$ cat src/rtl/fxp_sched_pkg.sv
// Shared types and constants for the fxp_eval_sched scheduler and its helpers.
package fxp_sched_pkg;

  typedef enum logic [1:0] {
    IDLE  = 2'd0,
    ISSUE = 2'd1,
    CAPT  = 2'd2,
    OUT   = 2'd3
  } state_t;

  typedef logic req_id_t;

  localparam int DONE_W = 16;

endpackage

$ cat src/rtl/fxp_narrow.sv
// Combinational signed Q-format reduction: floor the fraction, then narrow the integer part.
// FXP_SCHED_SAT_EN selects saturating integer narrowing; otherwise the low integer bits are kept.
module fxp_narrow #(
  parameter int WI_IN  = 17,
  parameter int WF_IN  = 16,
  parameter int WI_OUT = 8,
  parameter int WF_OUT = 8
) (
  input  logic [WI_IN+WF_IN-1:0]   a,
  output logic [WI_OUT+WF_OUT-1:0] y
);

  localparam int WA = WI_IN + WF_IN;
  localparam int WY = WI_OUT + WF_OUT;

  logic [WF_OUT-1:0] frac;
  logic [WI_OUT-1:0] int_wrap;
  logic              unused_bits;

  // Dropping the low fraction bits of a two's complement value rounds toward -inf.
  assign frac        = a[WF_IN-1 -: WF_OUT];
  assign int_wrap    = a[WF_IN +: WI_OUT];
  assign unused_bits = ^a;

`ifdef FXP_SCHED_SAT_EN
  logic [WA-WF_IN-WI_OUT:0] top_bits;
  logic                     fits;

  // The value fits when every bit from the new sign position upward agrees.
  assign top_bits = a[WA-1:WF_IN+WI_OUT-1];
  assign fits     = (&top_bits) | ~(|top_bits);

  always_comb begin
    y = {int_wrap, frac};
    if (!fits) begin
      y = a[WA-1] ? {1'b1, {(WY-1){1'b0}}} : {1'b0, {(WY-1){1'b1}}};
    end
  end
`else
  assign y = {int_wrap, frac};
`endif

endmodule

$ cat src/rtl/fxp_eval_sched.sv
// Round-robin two-requester scheduler for the shared non-pipelined y = x^2 + x datapath.
// Build option FXP_SCHED_SAT_EN makes the result narrowing saturate instead of wrap.
module fxp_eval_sched
  import fxp_sched_pkg::*;
#(
  parameter int WI_in  = 8,
  parameter int WF_in  = 8,
  parameter int WI_out = 17,
  parameter int WF_out = 16,
  parameter int WI_res = 8,
  parameter int WF_res = 8
) (
  input  logic                     CLK,
  input  logic                     RST,
  input  logic                     req0_valid,
  output logic                     req0_ready,
  input  logic [WI_in+WF_in-1:0]   req0_x,
  input  logic                     req1_valid,
  output logic                     req1_ready,
  input  logic [WI_in+WF_in-1:0]   req1_x,
  output logic                     dp_en,
  output logic [WI_in+WF_in-1:0]   dp_x,
  input  logic [WI_out+WF_out-1:0] dp_y,
  output logic                     res_valid,
  input  logic                     res_ready,
  output logic                     res_id,
  output logic [WI_res+WF_res-1:0] res_y,
  output logic [15:0]              done_cnt
);

  localparam int WX = WI_in + WF_in;
  localparam int WR = WI_res + WF_res;

  state_t              state_q, state_d;
  logic                pri_q, pri_d;
  logic [WX-1:0]       x_q, x_d;
  req_id_t             id_q, id_d;
  logic [WR-1:0]       res_y_q, res_y_d;
  logic                res_valid_q, res_valid_d;
  logic                dp_en_q, dp_en_d;
  logic [DONE_W-1:0]   done_q, done_d;

  logic [WR-1:0]       narrow_y;
  req_id_t             win;
  logic                grant;

  fxp_narrow #(
    .WI_IN (WI_out),
    .WF_IN (WF_out),
    .WI_OUT(WI_res),
    .WF_OUT(WF_res)
  ) u_narrow (
    .a(dp_y),
    .y(narrow_y)
  );

  always_comb begin
    win         = (req0_valid & req1_valid) ? pri_q : req1_valid;
    // Gated by RST so the handshake outputs read 0 while reset is held.
    grant       = (state_q == IDLE) & (req0_valid | req1_valid) & ~RST;
    state_d     = state_q;
    pri_d       = pri_q;
    x_d         = x_q;
    id_d        = id_q;
    res_y_d     = res_y_q;
    res_valid_d = 1'b0;
    dp_en_d     = 1'b0;
    done_d      = done_q;
    unique case (state_q)
      IDLE: begin
        if (grant) begin
          state_d = ISSUE;
          x_d     = win ? req1_x : req0_x;
          id_d    = win;
          pri_d   = ~win;
          dp_en_d = 1'b1;
        end
      end
      ISSUE: state_d = CAPT;
      CAPT: begin
        state_d     = OUT;
        res_y_d     = narrow_y;
        res_valid_d = 1'b1;
      end
      OUT: begin
        res_valid_d = 1'b1;
        if (res_ready) begin
          state_d     = IDLE;
          res_valid_d = 1'b0;
          done_d      = done_q + DONE_W'(1);
        end
      end
      default: state_d = IDLE;
    endcase
  end

  always_ff @(posedge CLK or posedge RST) begin
    if (RST) begin
      state_q     <= IDLE;
      pri_q       <= 1'b0;
      x_q         <= '0;
      id_q        <= 1'b0;
      res_y_q     <= '0;
      res_valid_q <= 1'b0;
      dp_en_q     <= 1'b0;
      done_q      <= '0;
    end else begin
      state_q     <= state_d;
      pri_q       <= pri_d;
      x_q         <= x_d;
      id_q        <= id_d;
      res_y_q     <= res_y_d;
      res_valid_q <= res_valid_d;
      dp_en_q     <= dp_en_d;
      done_q      <= done_d;
    end
  end

  assign req0_ready = grant & ~win;
  assign req1_ready = grant & win;
  assign dp_en      = dp_en_q;
  assign dp_x       = x_q;
  assign res_valid  = res_valid_q;
  assign res_id     = id_q;
  assign res_y      = res_y_q;
  assign done_cnt   = done_q;

endmodule
$ cat config.mk
export PLATFORM = sky130hd
export DESIGN_NAME = fxp_eval_sched
export DESIGN_NICKNAME = d
export VERILOG_FILES = /design/src/rtl/fxp_sched_pkg.sv /design/src/rtl/fxp_narrow.sv /design/src/rtl/fxp_eval_sched.sv
export SDC_FILE = /design/constraint.sdc
export NUM_CORES = 1
export LEC_CHECK = 0
export ABC_AREA = 1
export CAP_MARGIN = 40
export CORE_MARGIN = 4
export CORE_UTILIZATION = 43
export CTS_CLUSTER_SIZE = 20
export DETAILED_ROUTE_END_ITERATION = 8
export HOLD_SLACK_MARGIN = 0.08
export PLACE_DENSITY = 0.86
export RECOVER_POWER = 100
export REMOVE_ABC_BUFFERS = 1
export SLEW_MARGIN = 5
export SYNTH_ARGS = -nofsm -noshare
export SYNTH_HDL_FRONTEND = slang
export SYNTH_SLANG_ARGS = --single-unit
export TNS_END_PERCENT = 20
$ cat constraint.sdc
create_clock -name CLK -period 6.5 [get_ports CLK]
set_clock_uncertainty 0.05 [all_clocks]
set_input_delay 0.975 -clock CLK [delete_from_list [all_inputs] [get_ports CLK]]
set_output_delay 0.975 -clock CLK [all_outputs]
set_load 0.01 [all_outputs]
# Word level (Yosys, flattened, before mapping)

Index checks and enable logic that the tools add are counted.

Logic and storage cells: 35
Output and inout bits: 53
Flip-flop bits (word level): 54

Bitwise gates (word level): 8
Mux-type cells: 9
Equality and inequality tests: 5
$add $sub $neg: 1
Reductions and logical operators: 4

Operators with widths:

| kind                    | number |
|---|---|
| $add A16 B1 Y16 const B | 1 |
| $mux W16                | 1 |
| $pmux W2 S4             | 1 |
| $reduce_and A2 Y1       | 3 |
| $and A1 B1 Y1           | 5 |
| $eq A2 B2 Y1 const B    | 2 |
| $mux W1                 | 4 |
| $mux W2                 | 2 |
| $ne A2 B2 Y1 const B    | 2 |
| $eq A2 B1 Y1 const B    | 1 |
| $logic_not A2 Y1        | 1 |
| $not A1 Y1              | 2 |
| $pmux W1 S2             | 1 |
| $or A1 B1 Y1            | 1 |

# Longest topological paths before layout

Gate-level depths: netlist of run 1.

Depth in word-level cells: 5
Gate-level depth with buffers: 9
Mapped depth without buffers: 9

# Modules after synthesis

Synthesis of run 1 repeated with hierarchy kept, for this count alone.

Cell total of the unflattened synthesis: 268
Area, all modules: 2,532.4 um2

Modules (own cells, without submodules):

| module         | area an instance (um2) | cells an instance | instances |
|---|---|---|---|
| fxp_eval_sched | 2,412.3                | 252               | 1 |
| fxp_narrow     | 120.1                  | 16                | 1 |

# Least setup slack after synthesis of run 1

No wires, ideal clock.

Path type: input-to-output
Start: input port RST
End: output port req1_ready
Required time: 5,475 ps
Stages: 4
Setup slack: 2,636 ps
Arrival: 2,839 ps
Path buffers: 1
Cell sequence: inv_1 -> nand2_1 -> nor2_4 -> buf_4

Word-level cells in the longest chain between the ends: 3

RTL lines:

| item            | RTL line              | RTL |
|---|---|---|
| start, declared | fxp_eval_sched.sv:14  | `input logic RST,` |
| $not A1 Y1      | fxp_eval_sched.sv:60  | `grant = (state_q == IDLE) & (req0_valid \| req1_valid) & ~RST;` |
| $and A1 B1 Y1   | fxp_eval_sched.sv:60  |  |
| $and A1 B1 Y1   | fxp_eval_sched.sv:120 | `assign req1_ready = grant & win;` |
| end, declared   | fxp_eval_sched.sv:19  | `output logic req1_ready,` |

Every way passes these cells.

# Worst setup path after layout of run 1

Start: input port RST
End: output port req0_ready

Word-level cells in the longest chain between the ends: 3

RTL lines:

| item          | RTL line              | RTL |
|---|---|---|
| $not A1 Y1    | fxp_eval_sched.sv:60  |  |
| $and A1 B1 Y1 | fxp_eval_sched.sv:60  |  |
| $and A1 B1 Y1 | fxp_eval_sched.sv:119 | `assign req0_ready = grant & ~win;` |
| end, declared | fxp_eval_sched.sv:16  | `output logic req0_ready,` |

Every way passes these cells.

==> flow_summary_export.csv, run 1 <==
group,metric,value,unit
clock_network,clk_transition_reported_paths,0.09,ns
route,detail_route.iter0.violations,81,
pwr,power-per-cell-area,356,nW/um^2
worst_hold_path,timing.hold.worst.start,"pri_q$_DFFE_PP0P_",
synthesis,number_of_enable_flip_flop_cells_after_synthesis,0,
synthesis,yosys.cell_types.count,24,
timing,grt_setup_unrepaired,"no",
route,routed_wire_length_per_instance,12.7,um
synthesis,syn_inst,252,
timing,fmaxAchievable,201,MHz
worst_setup_path,critical_path_required,5.47,ns
pwr,totalPowerFinal,1280,uW
route,wire_length_reported_by_the_detailed_router,5.49,mm
worst_hold_path,worst_hold_check_path_type,"flip-flop to flip-flop",
route,detailedRoute.firstPassIterationCount,4,
synthesis,synth.cell_area,2410,um^2
clock_network,root_buffer,"sky130_fd_sc_hd__clkbuf_8",
timing,hold-worst-slack,0.443,ns
worst_hold_path,min_path_cells,2,
layout,most_common_cell_after_layout_fill_and_taps_aside,"sky130_fd_sc_hd__nand2_1",
pwr,leakagePower,0.00175,uW
grt,global_route_wire_length_before_repair,9.36,mm
floorplan,fp.coreArea,5470,um^2
worst_setup_path,critical_path.reg2reg.startpoint,"state_q[0]$_DFFE_PP0P_",
floorplan,floorplan.io_pins,123,
timing,final-max-slew-violation-count,54,
floorplan,row_count,27,
placement,routabilityCongestion,0.809,
layout,area_delta_synth_final,48.7,%
floorplan,floorplan.die.height,82.9,um
timing,setup_tns,0,ns
clock_network,tritoncts,"yes",
clock_network,ctsResizeCount,0,
grt,grtUsageTotal,16.4,%
grt,grt.overflow.total,0,
layout,final_net_count,434,
status,failed_checks,"capacitance limit, slew limit",
worst_hold_path,hold_path_end,"pri_q$_DFFE_PP0P_",
placement,port_buffers,105,
route,final_antenna_net_count,0,
clock_network,post_cts.repair.setup_buffers,0,
timing,fin_crit,4.97,ns
pwr,vdd.ir_drop.worst,0.188,mV
worst_setup_path,critPathKind,"primary input to primary output",
clock_network,ctsHoldBuffers,0,
worst_setup_path,worst_setup_path_start_kind,"primary input",
grt,first_global_vias,2114,
route,detail_route.drc_violations,0,
clock_network,clk_latency,0.30,ns
layout,drive_gt1_share,9.42,%
clock_network,cts.htree.levels,2,
synthesis,synthesized_flop_and_latch_total,54,
synthesis,synth-async-reset-ratio,100,%
worst_setup_path,timing.critical_path.fanout_max,19,
synthesis,synth.avg_cell_area,9.57,um^2
floorplan,fp.dieArea,6870,um^2
layout,mostFrequentLayoutCells,"76 x sky130_fd_sc_hd__nand2_1, 54 x sky130_fd_sc_hd__dfrtp_1, 54 x sky130_fd_sc_hd__dlygate4sd3_1",
synthesis,yosysWarnings,0,
worst_setup_path,setup.worst_path.end_class,"primary output",
timing,setup_violations,0,
layout,multi_input_combinational_cell_area,903,um^2
route,route.detailed.vias_per_inst,4.73,
placement,place_ws,2.64,ns
synthesis,yosysSeqAreaShare,56.0,%
clock_network,max-clock-path-buffers,2,
synthesis,ys_dominant_reg_cell,"sky130_fd_sc_hd__dfrtp_1",
timing,worstMarginPinSlew,2.71,ns
floorplan,die_width,82.9,um
status,status,"finished with violations",
timing,postLayoutSetupSlackWorst,1.53,ns
grt,pin_count_of_the_biggest_net_entering_global_routing,54,
worst_setup_path,worstPathArrival,3.94,ns
placement,post-dp-hpwl,4.23,mm
route,route.vias.total,2046,
timing,worst_slew_margin_relative_to_its_limit,-80.9,%
clock_network,cts-buffers-inserted,5,
layout,footprint_of_the_flip_flops_and_latches,1350,um^2
worst_setup_path,worst_case_register_to_register_setup_slack,3.78,ns
layout,insertedDiodeCount,0,
job,max_cap_viol_count,1,
floorplan,floorplan.initialDensity,44.1,%
layout,layout.filler_cells,484,
worst_setup_path,worst_r2r_endpoint,"dp_x[1]$_DFFE_PP0P_",
clock_network,clkSinkCount,54,
timing,timing.final.crit_share,76.4,%
grt,grt_antenna_before_repair,0,
timing,hold_viol_final,0,
worst_setup_path,timing.reg2reg.worst_path_depth,8,
-- state kept, by name, summed over array words and instances, names as in the netlist --
register and count:
dp_en 1, res_valid 1, res_id 1, res_y 16, pri_q 1, dp_x 16, state_q 2, done_cnt 16
-- stage by stage --
stage                     utilization, %  instances  instance area [um^2]
after floorplan                        -        247                  2380
after global placement              64.4        425                  3520
after detailed placement            64.4        425                  3520
after CTS                           66.1        433                  3620
after global routing                65.5        433                  3590
final                               65.5        433                  3590
-- cell type report --
class / count / share of cell area [%]
clock buffers: 7 / 2.41
clock inverters: 1 / 0.140
inverters: 25 / 2.65
multi-input cells: 168 / 25.2
flip-flops and latches: 54 / 37.7
well taps: 72 / 2.51
repair buffers: 106 / 29.4
-- cell usage after synthesis (2+ instances only) --
master,count,area [um^2]
sky130_fd_sc_hd__xnor2_1,3,26.3
sky130_fd_sc_hd__inv_2,2,7.51
sky130_fd_sc_hd__nand2_2,10,62.6
sky130_fd_sc_hd__o21ai_0,2,10.0
sky130_fd_sc_hd__xor2_1,8,70.1
sky130_fd_sc_hd__inv_1,22,82.6
sky130_fd_sc_hd__nand3_1,23,115
sky130_fd_sc_hd__nand2_1,74,278
sky130_fd_sc_hd__buf_2,2,10.0
sky130_fd_sc_hd__ha_1,4,50.1
sky130_fd_sc_hd__nor2_1,21,78.8
sky130_fd_sc_hd__dfrtp_1,54,1350
sky130_fd_sc_hd__mux2_2,16,180
-- metal layers --
| metal | share of wire (%) | GRT usage, % | vias to the layer above |
|---|---|---|---|
| met5 | 0 | 0 | - |
| met4 | 1.3 | 5.35 | 0 |
| met3 | 8.0 | 5.36 | 7 |
| met2 | 51 | 30.0 | 78 |
| met1 | 40 | 17.9 | 960 |
| li1 | - | - | 1001 |
-- where the power goes --
part,switching [uW],internal (uW)
sequential,66.2,466
clock,104,86.2
combinational,248,308
-- worst max-delay path: stages --
cell,delay [ns]
sky130_fd_sc_hd__dlygate4sd3_1,0.52
sky130_fd_sc_hd__inv_1,0.08
sky130_fd_sc_hd__nand3_1,0.51
sky130_fd_sc_hd__inv_1,0.16
sky130_fd_sc_hd__nand2_1,0.14
sky130_fd_sc_hd__clkinvlp_2,0.66
sky130_fd_sc_hd__dlygate4sd3_1,0.89
-- worst max-delay path by stage --
stage,startpoint,to,slack (ns),cells past startpoint
after floorplan,RST,req0_ready,2.59,5
after global placement,req1_valid,req0_ready,2.67,8
after detailed placement,req1_valid,req0_ready,2.64,8
after CTS,req1_valid,req0_ready,2.63,8
after global routing,RST,req0_ready,1.33,7
final,RST,req0_ready,1.53,7
-- cell families after synthesis --
family / after synthesis / share of synthesized area (%)
DFF: 54 / 56.0
AOI/OAI and AO/OA: 5 / 1.14
and+or+nand+nor: 132 / 23.8
muxes: 16 / 7.47
buffers and inverters: 30 / 5.50
xor gates and xnor gates: 11 / 3.99
adders and majority gates: 4 / 2.07
(Power assumes the default switching activity.)
==> run 2: changes to the inputs <==
- CORE_UTILIZATION: 43 -> 40
- PLACE_DENSITY: 0.86 -> 0.8
- clock period: 6.5 -> 4.8 ns (I/O delays scaled with it)
==> run 2 against run 1 <==
Net effect: the run now ends clean; combinational power up 35%; worst hold slack better by 0.0045 ns; die area up 6.8%; critical path depth unchanged; final cell count up 0.69%; critical path type unchanged.
==> flow_summary_export.csv, run 2 (synthesis gave the netlist of run 1 again) <==
group,metric,value,unit
status,status,"finished, final reports clean",
clock_network,clk_transition_reported_paths,0.09,ns
route,route.vias.total,2015,
worst_hold_path,worst_hold_check_path_type,"flip-flop to flip-flop",
worst_setup_path,critPathKind,"primary input to primary output",
pwr,power-per-cell-area,482,nW/um^2
clock_network,tritoncts,"yes",
grt,grt_antenna_before_repair,0,
pwr,cellInternalPower,1150,uW
clock_network,clkSinkCount,54,
grt,grt.overflow.total,0,
clock_network,ctsHoldBuffers,0,
route,detailedRoute.firstPassIterationCount,4,
timing,postLayoutSetupSlackWorst,0.910,ns
grt,grtUsageTotal,15.8,%
layout,drive_gt1_share,8.03,%
clock_network,root_buffer,"sky130_fd_sc_hd__clkbuf_8",
timing,worstMarginPinSlew,1.13,ns
route,routed_wire_length_per_instance,12.7,um
route,detail_route.drc_violations,0,
layout,insertedDiodeCount,0,
pwr,p_sw,574,uW
clock_network,cts-buffers-inserted,5,
pwr,leakagePower,0.00175,uW
worst_setup_path,worst_setup_path_start_kind,"primary input",
clock_network,max-clock-path-buffers,2,
placement,port_buffers,105,
worst_setup_path,timing.critical_path.fanout_max,19,
placement,post-dp-hpwl,4.29,mm
timing,grt_setup_unrepaired,"no",
job,max_cap_viol_count,0,
pwr,power.share.sequential,42.0,%
worst_setup_path,setup.worst_path.end_class,"primary output",
route,route.detailed.vias_per_inst,4.62,
layout,area_delta_synth_final,48.2,%
timing,setup_tns,0,ns
worst_setup_path,worstPathArrival,3.12,ns
grt,pin_count_of_the_biggest_net_entering_global_routing,54,
layout,mostFrequentLayoutCells,"82 x sky130_fd_sc_hd__nand2_1, 54 x sky130_fd_sc_hd__dfrtp_1, 54 x sky130_fd_sc_hd__dlygate4sd3_1",
timing,fin_crit,3.89,ns
clock_network,post_cts.repair.setup_buffers,0,
placement,placedCellCount,428,
placement,place_ws,1.47,ns
pwr,power.switching_fraction,33.3,%
floorplan,row_count,28,
layout,final_net_count,434,
layout,post_layout_utilization_of_the_core,60.7,%
floorplan,floorplan.die.height,85.7,um
timing,final-max-slew-violation-count,0,
floorplan,fp.dieArea,7340,um^2
layout,final_standard_cell_count_with_taps_included_and_fillers_excluded,436,
timing,timing.final.crit_share,81.0,%
floorplan,floorplan.io_pins,123,
clock_network,clk_latency,0.29,ns
timing,worst_slew_margin_relative_to_its_limit,24.1,%
worst_setup_path,critical_path_required,4.03,ns
floorplan,floorplan.initialDensity,41.0,%
pwr,share_comb_of_total_power,43.7,%
clock_network,cts.htree.levels,2,
worst_setup_path,worst_case_register_to_register_setup_slack,2.73,ns
grt,first_global_vias,2130,
pwr,vdd.ir_drop.worst,0.250,mV
placement,routabilityCongestion,0.813,
grt,global_route_wire_length_before_repair,9.40,mm
floorplan,fp.coreArea,5890,um^2
timing,setup_violations,0,
layout,most_common_cell_after_layout_fill_and_taps_aside,"sky130_fd_sc_hd__nand2_1",
route,detail_route.iter0.violations,32,
timing,fmaxAchievable,257,MHz
floorplan,die_width,85.7,um
timing,hold_viol_final,0,
route,final_antenna_net_count,0,
route,wire_length_reported_by_the_detailed_router,5.53,mm
clock_network,ctsResizeCount,0,
pwr,clock_group_share_of_total_power,14.3,%
run 2: layout make-up:
class / count / area (um^2)
flip-flops and latches: 54 / 1350
fillers: 524 / 2310
well taps: 75 / 93.8
repair buffers: 106 / 1060
inverters: 25 / 96.3
clock buffers: 6 / 72.6
clock inverters: 2 / 13.8
multi-input cells: 168 / 888
run 2: worst paths after layout:
path                                              from                     to  depth (start not counted)
worst min-delay path              dp_x[12]$_DFFE_PP0P_   dp_x[12]$_DFFE_PP0P_                          2
worst min register to register    dp_x[12]$_DFFE_PP0P_   dp_x[12]$_DFFE_PP0P_                          2
max in group asynchronous                          RST  res_y[11]$_DFFE_PP0P_                          3
worst max-delay path                               RST             req0_ready                          7
min in group asynchronous                          RST      pri_q$_DFFE_PP0P_                          2
worst max register to register  state_q[0]$_DFFE_PP0P_    dp_x[9]$_DFFE_PP0P_                          8
run 2: power groups by stage:
stage,registers (uW),clock network (uW),logic [uW]
finish,724,247,753
global route,753,270,832
CTS,735,256,845
detailed placement,742,0,842
global placement,730,0,825
floorplan,810,0,314
run 2: per-stage QoR:
step / power, uW / instance area [um^2] / hold WS (ns)
2_1_floorplan: 1120 / 2380 / 0.400
3_3_place_gp: 1560 / 3530 / 0.420
3_5_place_dp: 1580 / 3530 / 0.437
4_1_cts: 1840 / 3610 / 0.462
5_1_grt: 1850 / 3570 / 0.482
6_report: 1720 / 3570 / 0.448
run 2: metal layers:
metal  share of wire [%]  vias to the layer above  GRT usage (%)  wire [um]
li1                    -                     1000              -          -
met1                  40                      939           17.4       2210
met2                  50                       74           29.2       2780
met3                 9.4                        2           5.28        520
met4                0.33                        0           3.45         18
met5                   0                        -              0          0
run 2: critical path, stage by stage:
cell and delay [ns]:
sky130_fd_sc_hd__dlygate4sd3_1 0.53, sky130_fd_sc_hd__inv_1 0.14, sky130_fd_sc_hd__nand3_1 0.53, sky130_fd_sc_hd__inv_1 0.29, sky130_fd_sc_hd__nand2_2 0.10, sky130_fd_sc_hd__inv_4 0.17, sky130_fd_sc_hd__dlygate4sd3_1 0.63
==> run 3: changes to the inputs <==
- clock period: 4.8 -> 3.6 ns (I/O delays scaled with it)
==> run 3 against run 2 <==
Net effect: via count fell by 1.4%; global-route usage rose by 0.080 points; sequential power rose by 33%; critical path depth did not move; clock power rose by 29%; critical path type unchanged; critical endpoint unchanged; largest power group unchanged; highest routed layer unchanged.
==> flow_summary_export.csv, run 3 (synthesis gave the netlist of run 1 again) <==
group,metric,value,unit
status,status,"finished, final reports clean",
layout,area_delta_synth_final,49.8,%
pwr,share_comb_of_total_power,44.3,%
floorplan,fp.coreArea,5890,um^2
placement,place_ws,0.675,ns
worst_setup_path,setup.worst_path.end_class,"primary output",
layout,drive_gt1_share,10.8,%
worst_setup_path,critPathBufInv,5,
layout,most_common_cell_after_layout_fill_and_taps_aside,"sky130_fd_sc_hd__nand2_1",
floorplan,fp.dieArea,7340,um^2
clock_network,ctsResizeCount,0,
grt,global_route_wire_length_before_repair,9.39,mm
pwr,power.switching_fraction,33.3,%
pwr,power-per-cell-area,638,nW/um^2
clock_network,clk_transition_reported_paths,0.08,ns
grt,first_global_vias,2043,
worst_setup_path,timing.critical_path.fanout_max,18,
layout,final_standard_cell_count_with_taps_included_and_fillers_excluded,437,
timing,fmaxAchievable,321,MHz
pwr,clock_group_share_of_total_power,13.8,%
layout,final_net_count,436,
floorplan,floorplan.die.height,85.7,um
floorplan,row_count,28,
floorplan,floorplan.io_pins,123,
timing,setup_violations,0,
worst_setup_path,critical_path_required,3.01,ns
grt,grt.overflow.total,0,
route,final_antenna_net_count,0,
worst_setup_path,worstPathArrival,2.52,ns
route,route.detailed.vias_per_inst,4.54,
timing,fin_crit,3.11,ns
worst_setup_path,cp_cell_sequence,"clkdlybuf4s50_1, inv_1, nand3_4, inv_2, nand2_2, inv_4, clkdlybuf4s50_1",
clock_network,post_cts.repair.setup_buffers,0,
pwr,leakagePower,0.00175,uW
route,detailedRoute.firstPassIterationCount,4,
route,routed_wire_length_per_instance,12.3,um
grt,grtUsageTotal,15.8,%
placement,port_buffers,105,
timing,worstMarginPinSlew,0.977,ns
clock_network,max-clock-path-buffers,2,
clock_network,tritoncts,"yes",
worst_setup_path,worst_setup_path_start_kind,"primary input",
clock_network,ctsHoldBuffers,0,
timing,postLayoutSetupSlackWorst,0.489,ns
clock_network,clk_latency,0.29,ns
clock_network,clkSinkCount,54,
route,detail_route.drc_violations,0,
floorplan,die_width,85.7,um
clock_network,cts.htree.levels,2,
placement,post-dp-hpwl,4.28,mm
route,route.vias.total,1986,
timing,timing.final.crit_share,86.4,%
placement,placedCellCount,430,
placement,routabilityCongestion,0.830,
layout,insertedDiodeCount,0,
worst_setup_path,critical_path_max_stage_delay,0.58,ns
worst_setup_path,critPathKind,"primary input to primary output",
timing,worst_slew_margin_relative_to_its_limit,34.8,%
worst_setup_path,timing.critical_path.max_delay_family,"buffers and inverters",
pwr,power.share.sequential,41.9,%
worst_setup_path,slowest_stage,"sky130_fd_sc_hd__clkdlybuf4s50_1",
route,detail_route.iter0.violations,50,
pwr,p_sw,768,uW
grt,grt_antenna_before_repair,0,
pwr,vdd.ir_drop.worst,0.361,mV
floorplan,floorplan.initialDensity,41.0,%
pwr,cellInternalPower,1540,uW
timing,hold_viol_final,0,
timing,final-max-slew-violation-count,0,
job,max_cap_viol_count,0,
route,wire_length_reported_by_the_detailed_router,5.39,mm
grt,pin_count_of_the_biggest_net_entering_global_routing,41,
worst_setup_path,critical_path.most_common_cell,"sky130_fd_sc_hd__clkdlybuf4s50_1",
clock_network,cts-buffers-inserted,5,
timing,setup_tns,0,ns
layout,mostFrequentLayoutCells,"75 x sky130_fd_sc_hd__nand2_1, 54 x sky130_fd_sc_hd__dfrtp_1, 53 x sky130_fd_sc_hd__dlygate4sd3_1",
clock_network,root_buffer,"sky130_fd_sc_hd__clkbuf_8",
worst_hold_path,worst_hold_check_path_type,"flip-flop to flip-flop",
timing,grt_setup_unrepaired,"no",
[run 3: worst register-to-register path, delay by kind of cell (launching register included)]
family,cells,cell delay (ns)
buffers and inverters,2,0.70
DFF,1,0.38
AOI/OAI and AO/OA,1,0.20
and+or+nand+nor,3,0.31
adders and majority gates,1,0.27
[run 3: final timing paths]
check / start / endpoint / slack (ns) / depth (start not counted)
max in group asynchronous: RST / done_cnt[7]$_DFFE_PP0P_ / 1.52 / 3
setup / recovery: RST / req0_ready / 0.49 / 7
hold reg to reg: dp_x[11]$_DFFE_PP0P_ / dp_x[11]$_DFFE_PP0P_ / 0.45 / 2
min in group asynchronous: RST / dp_x[3]$_DFFE_PP0P_ / 0.59 / 2
hold / removal: dp_x[11]$_DFFE_PP0P_ / dp_x[11]$_DFFE_PP0P_ / 0.45 / 2
setup reg to reg: state_q[0]$_DFFE_PP0P_ / state_q[0]$_DFFE_PP0P_ / 1.58 / 7
[run 3: power groups by stage]
stage / Clock (uW) / Sequential (uW) / Combinational (uW)
after floorplan: 0 / 1080 / 418
after global placement: 0 / 978 / 1100
after detailed placement: 0 / 988 / 1130
after CTS: 334 / 979 / 1130
after global routing: 357 / 1000 / 1130
final: 319 / 965 / 1020
[run 3: cell type report]
type                       count  area, um^2
clock inverter                 1        7.51
fill                         514        2270
clock buffer                   6        72.6
tap                           75        93.8
timing repair buffer         108        1070
multi-input combinational    168         926
sequential                    54        1350
inverter                      25        96.3
[run 3: routing by layer]
metal  vias to the layer above  global-route usage [%]  wire length [um]
li1                       1005                       -                 -
met1                       901                    18.9              2200
met2                        74                    28.0              2630
met3                         6                    5.38               513
met4                         0                    3.02                43
met5                         -                       0                 0
[run 3: per-stage QoR]
stage	hold WS, ns	cell area, um^2	util [%]	power [uW]
2_1_floorplan	0.400	2380	-	1500
3_3_place_gp	0.422	3540	60.2	2080
3_5_place_dp	0.433	3540	60.2	2120
4_1_cts	0.460	3620	61.6	2440
5_1_grt	0.480	3610	61.4	2490
6_report	0.450	3610	61.4	2310
